==> src/rtl/jpeg_bitstream_packer.sv <==
// JPEG entropy-coded bitstream packer.
// Collects right-aligned Huffman codes MSB-first into a 32-bit accumulator and
// emits bytes over a valid/ready handshake. On flush, a partial byte is padded
// with 1s and the accumulator is drained before a one-cycle flush_done pulse.
// Optional feature: define JPEG_BYTE_STUFF_EN to insert 0x00 after every 0xFF.
module jpeg_bitstream_packer #(
    parameter int unsigned ACC_WIDTH = 32
) (
    input  logic        clock,
    input  logic        reset_n,
    input  logic        code_in_enable,
    input  logic [15:0] code_in,
    input  logic [4:0]  code_in_length,
    output logic        code_in_ready,
    input  logic        flush,
    output logic [7:0]  byte_out,
    output logic        byte_out_valid,
    input  logic        byte_out_ready,
    output logic        flush_done,
    output logic [15:0] byte_count
);

    localparam logic [1:0] StRun   = 2'd0;
    localparam logic [1:0] StStuff = 2'd1;
    localparam logic [1:0] StFlush = 2'd2;
    localparam logic [1:0] StDone  = 2'd3;

    // Valid bits sit at the top of acc_q; bits_q counts them (0..32).
    logic [ACC_WIDTH-1:0] acc_q, acc_d;
    logic [5:0]           bits_q, bits_d;
    logic [1:0]           state_q, state_d;
    logic                 ret_flush_q, ret_flush_d;
    logic [7:0]           byte_q, byte_d;
    logic                 valid_q, valid_d;
    logic                 done_q;
    logic [15:0]          cnt_q, cnt_d;

    logic [4:0]  len_eff;
    logic [15:0] code_masked;
    logic        slot_free;
    logic        accept;
    logic        extract;
    logic [5:0]  bits_base;
    logic [5:0]  ins_shift;
    logic [7:0]  acc_top;
    logic        load;
    logic [7:0]  load_byte;

    // Input conditioning and handshake qualifiers.
    always_comb begin
        len_eff       = (code_in_length > 5'd16) ? 5'd16 : code_in_length;
        code_masked   = code_in & ~(16'hFFFF << len_eff);
        slot_free     = !valid_q || byte_out_ready;
        code_in_ready = reset_n && (state_q == StRun) && (bits_q <= 6'd16);
        accept        = code_in_enable && code_in_ready;
        extract       = (bits_q >= 6'd8) && slot_free;
        bits_base     = extract ? (bits_q - 6'd8) : bits_q;
        // New code lands directly below the bits that remain after extraction.
        ins_shift     = 6'(ACC_WIDTH) - bits_base - {1'b0, len_eff};
        acc_top       = acc_q[ACC_WIDTH-1 -: 8];
    end

    // Next-state logic: accumulator, FSM and output slot.
    always_comb begin
        acc_d       = acc_q;
        bits_d      = bits_q;
        state_d     = state_q;
        ret_flush_d = ret_flush_q;
        byte_d      = byte_q;
        valid_d     = valid_q && !byte_out_ready;
        cnt_d       = cnt_q + {15'd0, valid_q && byte_out_ready};
        load        = 1'b0;
        load_byte   = 8'h00;

        case (state_q)
            StRun: begin
                if (extract) begin
                    load      = 1'b1;
                    load_byte = acc_top;
                    acc_d     = acc_q << 8;
                end
                bits_d = bits_base;
                if (accept) begin
                    acc_d  = acc_d | (ACC_WIDTH'(code_masked) << ins_shift);
                    bits_d = bits_base + {1'b0, len_eff};
                end
                if (flush) begin
                    state_d = StFlush;
                end
            end
            StStuff: begin
                if (slot_free) begin
                    load      = 1'b1;
                    load_byte = 8'h00;
                    state_d   = ret_flush_q ? StFlush : StRun;
                end
            end
            StFlush: begin
                if (bits_q >= 6'd8) begin
                    if (slot_free) begin
                        load      = 1'b1;
                        load_byte = acc_top;
                        acc_d     = acc_q << 8;
                        bits_d    = bits_q - 6'd8;
                    end
                end else if (bits_q != 6'd0) begin
                    // Partial byte: bits below the valid ones are zero, fill with 1s.
                    if (slot_free) begin
                        load      = 1'b1;
                        load_byte = acc_top | (8'hFF >> bits_q[2:0]);
                        acc_d     = '0;
                        bits_d    = 6'd0;
                    end
                end else if (!valid_q) begin
                    state_d = StDone;
                end
            end
            default: begin
                state_d = StRun;
            end
        endcase

        if (load) begin
            byte_d  = load_byte;
            valid_d = 1'b1;
`ifdef JPEG_BYTE_STUFF_EN
            if (load_byte == 8'hFF) begin
                ret_flush_d = (state_d == StFlush);
                state_d     = StStuff;
            end
`endif
        end
    end

    // State registers with synchronous active-low reset.
    always_ff @(posedge clock) begin
        if (!reset_n) begin
            acc_q       <= '0;
            bits_q      <= 6'd0;
            state_q     <= StRun;
            ret_flush_q <= 1'b0;
            byte_q      <= 8'h00;
            valid_q     <= 1'b0;
            done_q      <= 1'b0;
            cnt_q       <= 16'd0;
        end else begin
            acc_q       <= acc_d;
            bits_q      <= bits_d;
            state_q     <= state_d;
            ret_flush_q <= ret_flush_d;
            byte_q      <= byte_d;
            valid_q     <= valid_d;
            done_q      <= (state_d == StDone);
            cnt_q       <= cnt_d;
        end
    end

    assign byte_out       = byte_q;
    assign byte_out_valid = valid_q;
    assign flush_done     = done_q;
    assign byte_count     = cnt_q;

endmodule

==> config.mk <==
export PLATFORM = sky130hd
export DESIGN_NAME = jpeg_bitstream_packer
export DESIGN_NICKNAME = d
export VERILOG_FILES = /design/src/rtl/jpeg_bitstream_packer.sv
export SDC_FILE = /design/constraint.sdc
export NUM_CORES = 1
export LEC_CHECK = 0
export ABC_AREA = 1
export CORE_AREA = 3 3 126 128
export DETAILED_ROUTE_END_ITERATION = 7
export DIE_AREA = 0 0 129 131
export PLACE_DENSITY_LB_ADDON = 0.3
export SYNTH_ARGS = -nofsm -noshare
export SYNTH_HDL_FRONTEND = slang
export SYNTH_SLANG_ARGS = --single-unit
==> constraint.sdc <==
create_clock -name clock -period 2.95 [get_ports clock]
set_input_delay 0.59 -clock clock [delete_from_list [all_inputs] [get_ports clock]]
set_output_delay 0.59 -clock clock [all_outputs]
set_load 0.1 [all_outputs]
Word-level counts from Yosys, hierarchy flattened
Index checks and enable logic that the tools add are counted.
{"block": "totals", "word_cells": 75, "input_bits": 26, "out_inout_bits": 27, "reg_bits": 66}
{"block": "op_classes", "n_reduce_logical": 13, "addsub": 5, "shifts": 3, "mux": 34, "eq_ne": 6, "magnitude_cmp": 3, "n_bitwise": 4}
{"op": "two-way mux 32 bit", "n": 7}
{"op": "case mux 32 bit (2 select lines)", "n": 1}
{"op": "two-way mux 8 bit", "n": 5}
{"op": "two-way mux 6 bit", "n": 6}
{"op": "bitwise OR 32 bit", "n": 1}
{"op": "left shift 16 x 6 -> 32 bit", "n": 1}
{"op": "adder 16 x 1 -> 16 bit", "n": 1}
{"op": "AND 16 bit", "n": 1}
{"op": "inverter 16 bit", "n": 1}
{"op": "case mux 8 bit (2 select lines)", "n": 1}
{"op": "left shift 16 x 5 -> 16 bit, first input constant", "n": 1}
{"op": "case mux 6 bit (2 select lines)", "n": 1}
{"op": "two-way mux 2 bit", "n": 5}
{"op": "!= test 3 bit, second input constant", "n": 3}
{"op": "bitwise OR 8 bit", "n": 1}
{"op": ">> shifter 8 x 3 -> 8 bit, first input constant", "n": 1}
{"op": "adder 6 x 5 -> 6 bit", "n": 1}
{"op": "greater-or-equal comparator 6 x 4 -> 1 bit, second input constant", "n": 1}
{"op": "less-or-equal comparator 6 x 5 -> 1 bit, second input constant", "n": 1}
{"op": "logical AND 1 bit", "n": 6}
{"op": "case mux 2 bit (3 select lines)", "n": 1}
{"op": "nonzero test 6 bit", "n": 1}
{"op": "subtractor 6 x 4 -> 6 bit, second input constant", "n": 1}
{"op": "subtractor 6 x 5 -> 6 bit", "n": 1}
{"op": "12 further kinds", "n": 18}

Longest topological paths before layout
{"block": "depth", "word_depth": 10, "depth_mapped": 26, "mapped_depth_nobuf": 24}

Worst setup path after synthesis
Ideal clock, no wire load.
{"block": "synth_timing", "kind": "reg2reg", "start": "reg valid_q (netlist: byte_out_valid)", "end": "reg acc_q[3]", "slack_ps": -550, "path_buffers": 2, "period_less_slack_ps": 3500, "path_stages_with_launch": 22, "setup_ps": 128, "t_required_ps": 2822, "arrival_ps": 3372, "cell_sequence": "dfxtp_1 > inv_2 > nor2_1 > inv_2 > nand2_2 > buf_2 > nand2_1 > o21ai_1 > ha_1 > ha_1 > a21oi_1 > nand2_1 > nand2_1 > nand2_1 > inv_1 > nand2_1 > nand3_4 > nor2_2 > buf_4 > inv_2 > a2bb2oi_1 > nor2_1"}
{"block": "synth_via", "elab_chain_cells": 10, "elab_cells_between_ends": 15, "classes_between": "add/sub (2); eq/ne (2); shift (1); mux (5); bitwise (1); reduce/logical (4)"}
{"item": "from (decl)", "line": "34", "source": "logic valid_q, valid_d;"}
{"item": "from (signal assigned)", "line": "152", "source": "valid_q <= valid_d;"}
{"item": "zero test 1 bit *"}
{"item": "logical OR 1 bit *", "line": "53", "source": "slot_free = !valid_q || byte_out_ready;"}
{"item": "logical AND 1 bit", "line": "56", "source": "extract = (bits_q >= 6'd8) && slot_free;"}
{"item": "two-way mux 6 bit", "line": "57", "source": "bits_base = extract ? (bits_q - 6'd8) : bits_q;"}
{"item": "subtractor 6 bit", "line": "59", "source": "ins_shift = 6'(ACC_WIDTH) - bits_base - {1'b0, len_eff};"}
{"item": "subtractor 6 x 5 -> 6 bit", "line": "59"}
{"item": "left shift 16 x 6 -> 32 bit", "line": "84", "source": "acc_d = acc_d | (ACC_WIDTH'(code_masked) << ins_shift);"}
{"item": "bitwise OR 32 bit", "line": "84"}
{"item": "two-way mux 32 bit", "line": "83", "source": "if (accept) begin"}
{"item": "case mux 32 bit (2 select lines)", "line": "75", "source": "case (state_q)"}
{"item": "to (signal assigned)", "line": "138", "source": "acc_q <= '0;"}
{"item": "to (signal assigned)", "line": "147", "source": "acc_q <= acc_d;"}
{"item": "to (decl)", "line": "29", "source": "logic [ACC_WIDTH-1:0] acc_q, acc_d;"}
Mark *: on every way between the ends. The rest lies on a longest branch, timed or not. The select of a mux whose other input is x is not followed.
A chain may end at the register's enable or synchronous reset.

Worst setup path after layout
{"block": "layout_timing", "start": "in code_in_length[2]", "end": "reg acc_q[6]"}
{"block": "layout_via", "elab_chain_cells": 9, "elab_cells_between_ends": 10, "classes_between": "add/sub (1); order compare (1); shift (2); mux (3); bitwise (3)"}
{"item": "from (decl)", "line": "13", "source": "input logic [4:0] code_in_length,"}
{"item": "greater-than comparator 5 bit", "line": "51", "source": "len_eff = (code_in_length > 5'd16) ? 5'd16 : code_in_length;"}
{"item": "two-way mux 5 bit *", "line": "51"}
{"item": "left shift 16 x 5 -> 16 bit", "line": "52", "source": "code_masked = code_in & ~(16'hFFFF << len_eff);"}
{"item": "inverter 16 bit", "line": "52"}
{"item": "AND 16 bit", "line": "52"}
{"item": "left shift 16 x 6 -> 32 bit *", "line": "84"}
{"item": "bitwise OR 32 bit *", "line": "84"}
{"item": "two-way mux 32 bit *", "line": "83"}
{"item": "case mux 32 bit (2 select lines) *", "line": "75"}
Mark *: on every way between the ends. The rest lies on a longest branch, timed or not.

==> flow_metrics.tcl <==
set metrics [dict create \
    ant_nets 0 \
    reg2reg_to "acc_q[13]$_SDFFE_PN0P_" \
    cts_buffer_depth 2 \
    synth_enable_flop_cells 0 \
    yosysMostFrequentCell "nand2_1" \
    cp_cell_sequence "dlygate4sd2_1 > inv_2 > a31oi_1 > nor2_1 > inv_1 > ha_2 > ha_4 > fa_2 > nand4_1 > nand2_1 > nand2_1 > nand2_2 > inv_2 > nand2_2 > nand3_4 > nor2_4 > buf_6 > buf_12 > inv_4 > nor3_2 > a21oi_1 > nor2_1" \
    hold_violations 0 \
    cp_max_fo 6 \
    ctsHtreeMaxLevel 3 \
    die_h_um 131 \
    synthTopCellsByArea "dfxtp_1 (26%), nand2_1 (18%), nand3_1 (12%)" \
    max_cap_violations 0 \
    pin_count 53 \
    cp_slowest_cell "fa_2" \
    num_vias 6107 \
    dr.pass1.iters 5 \
    max_slew_margin 0.539 \
    drt-total-wl_mm 16.8 \
    fin_area_um2 7150 \
    yosys.area.top_type_share 0.256 \
    gp_congestion 0.886 \
    holdPathEnd "acc_q[16]$_SDFFE_PN0P_" \
    detail_route.wl_per_cell_um 14.3 \
    dieArea_um2 16900 \
    grt-ovfl-total 0 \
    status "finished clean" \
    fin_setup_tns_ns 0 \
    grt_pass1_wl_mm 26.9 \
    fin_crit_sh 0.966 \
    synth_seq_cells 66 \
    drc 0 \
    startpoint_type "input pin" \
    row_count 45 \
    drtIter0Drc 690 \
    p_leak_nw 3.12 \
    grt_pass1_vias 5481 \
    crit_path_max_incr_delay_ns 0.34 \
    rsz0062_at_grt "yes" \
    tightest_slew_ns 0.688 \
    timing.fmax_mhz 351 \
    dpl_cell_area_um2 6310 \
    netlist_area_um2 5160 \
    setup_viol 0 \
    synthCells 871 \
    antenna_found_initial 0 \
    hold_path.class "flip-flop to flip-flop" \
    cts_tree "built" \
    ctsHoldBuffers 0 \
    hold_depth 2 \
    power_density_nw_per_um2 1140 \
    setup_slack_ns 0.101 \
    reg2reg_slack_ns 0.10 \
    post-route-min-period_ns 2.85 \
    fin_nets 1034 \
    yosysWarnings 0 \
    core_area_um2 15000 \
    vias_per_cell 5.17 \
    synth_cell_types 46 \
    ir_drop_uv 517 \
    critPathRequiredTime_ns 3.16 \
    arrival_ns 3.06 \
    cts_root_buffer "clkbuf_16" \
    clk_pin_slew_ns 0.06 \
    synth_flop_cell "dfxtp_1" \
    finClkSkew_ns 0.00676 \
    crit_type "input pin to flip-flop" \
    syn_avg_cell_area_um2 5.92 \
    drv_slew 0 \
    hpwl_mm 12.0 \
    synth.top_cells.by_count "nand2_1 (253), nand3_1 (119), a21oi_1 (94)" \
    yosysTopAreaCell "dfxtp_1" \
    cp-end-kind "flip-flop" \
    syn_nets 917 \
    port_buffers 52 \
    grt_max_degree 36 \
    grt_use_total 0.196 \
    rr_startpoint "bits_q[4]$_SDFFE_PN0P_" \
    async_flop_share 0 \
    die_x_um 129 \
    cts_sinks 66 \
    drive_above_1_share 0.242 \
    yosysSeqAreaShare 0.256 \
    min_from "acc_q[16]$_SDFFE_PN0P_" \
    post-place-ws_ns -0.646 \
    insertion_delay_ns 0.33 \
    rr_worst_depth 25 \
    numCtsBuffers 9 \
    area_growth_pct 38.6 \
    diodes 0 \
    initial_utilization 0.344 \
]
cells by family (layout without fill, tap and decap cells):
group / count (synthesis) / in the layout / synth area share
AO/OA/AOI/OAI: 170 / 170 / 0.176
XOR/XNOR: 4 / 4 / 0.0119
adder cells (fa/ha/maj): 20 / 20 / 0.0529
buffers and inverters: 127 / 249 / 0.0953
flip-flops: 66 / 66 / 0.256
AND/OR/NAND/NOR: 484 / 484 / 0.407
worst max-delay path: cells and delay by family:
kind                       cells  cell delay [ns]
AOI/OAI and AO/OA              2             0.21
buffers and inverters          7             0.80
adders and majority gates      3             0.68
and+or+nand+nor               10             0.77
through the flow:
stage,power [mW],util,hold WS (ns),cells
after floorplan,4.54,-,0.445,871
after global placement,6.21,0.421,0.455,1141
after detailed placement,6.22,0.421,0.456,1141
after CTS,7.69,0.455,0.464,1171
after global routing,8.74,0.478,0.490,1181
final,8.15,0.478,0.462,1181
registers in the layout, summed over array words and instances, names as in the netlist:
name            flops
byte_out            8
byte_count         16
byte_out_valid      1
acc_q              32
state_q             2
flush_done          1
bits_q              6
placed cells by master, fill, tap and decap left out, types with 3 or more instances in the layout:
master | Yosys | routed
nand2_1 | 253 | 235
nand3_1 | 119 | 111
buf_4 | 2 | 106
a21oi_1 | 94 | 86
inv_1 | 68 | 62
dfxtp_1 | 66 | 62
nor2_1 | 63 | 54
o21ai_0 | 52 | 52
inv_2 | 16 | 20
nand4_1 | 19 | 19
clkdlybuf4s50_1 | 0 | 19
nand2_2 | 4 | 18
nor3_1 | 11 | 10
nor2_2 | 4 | 10
clkbuf_16 | 0 | 10
a21oi_2 | 0 | 8
ha_1 | 17 | 8
ha_4 | 0 | 8
nand3_2 | 0 | 7
a31oi_1 | 7 | 7
buf_6 | 0 | 6
nand2_4 | 1 | 5
buf_12 | 0 | 5
nor2_4 | 1 | 4
clkinv_4 | 0 | 3
nor4_1 | 3 | 3
clkbuf_1 | 29 | 3
dlygate4sd2_1 | 0 | 3
worst max-delay path by stage:
| stage | startpoint | to | cells past startpoint |
|---|---|---|---|
| after global routing | bits_q[4]$_SDFFE_PN0P_ | acc_q[8]$_SDFFE_PN0P_ | 25 |
| after floorplan | byte_out_ready | acc_q[25]$_SDFFE_PN0P_ | 19 |
| after CTS | code_in_length[0] | acc_q[16]$_SDFFE_PN0P_ | 19 |
| final | code_in_length[2] | acc_q[6]$_SDFFE_PN0P_ | 22 |
| after detailed placement | code_in_length[0] | acc_q[22]$_SDFFE_PN0P_ | 17 |
| after global placement | code_in_length[0] | acc_q[22]$_SDFFE_PN0P_ | 17 |
per-layer routing:
metal | GRT usage | wire length [µm] | vias up
met3 | 0.0447 | 992 | 24
li1 | - | - | 3128
met4 | 0.0451 | 253 | 0
met2 | 0.317 | 7960 | 172
met5 | 0 | 0 | -
met1 | 0.266 | 7640 | 2783
area by class of cell:
cell class	instances	area, µm²
Clock inverter	4	52.6
Sequential cell	66	1330
Inverter	86	333
Multi-Input combinational cell	678	3680
Timing Repair Buffer	146	1280
Fill cell	1549	7830
Timing Repair inverter	1	5.00
Tap cell	188	235
Clock buffer	12	236
report_power, final:
part	leakage [nW]	internal, mW	switching, mW
registers	0.540	1.09	0.172
logic	2.44	2.32	3.52
clock network	0.141	0.656	0.392
what timing repair did:
| item | CTS | global route |
|---|---|---|
| gates resized for setup | 34 | 66 |
| setup buffers | 13 | 8 |
| pin swaps | 12 | 39 |
| endpoints found under the setup margin | 32 | 32 |
| cloned | 1 | 2 |
Note: power is estimated with default switching activity, not from simulation.
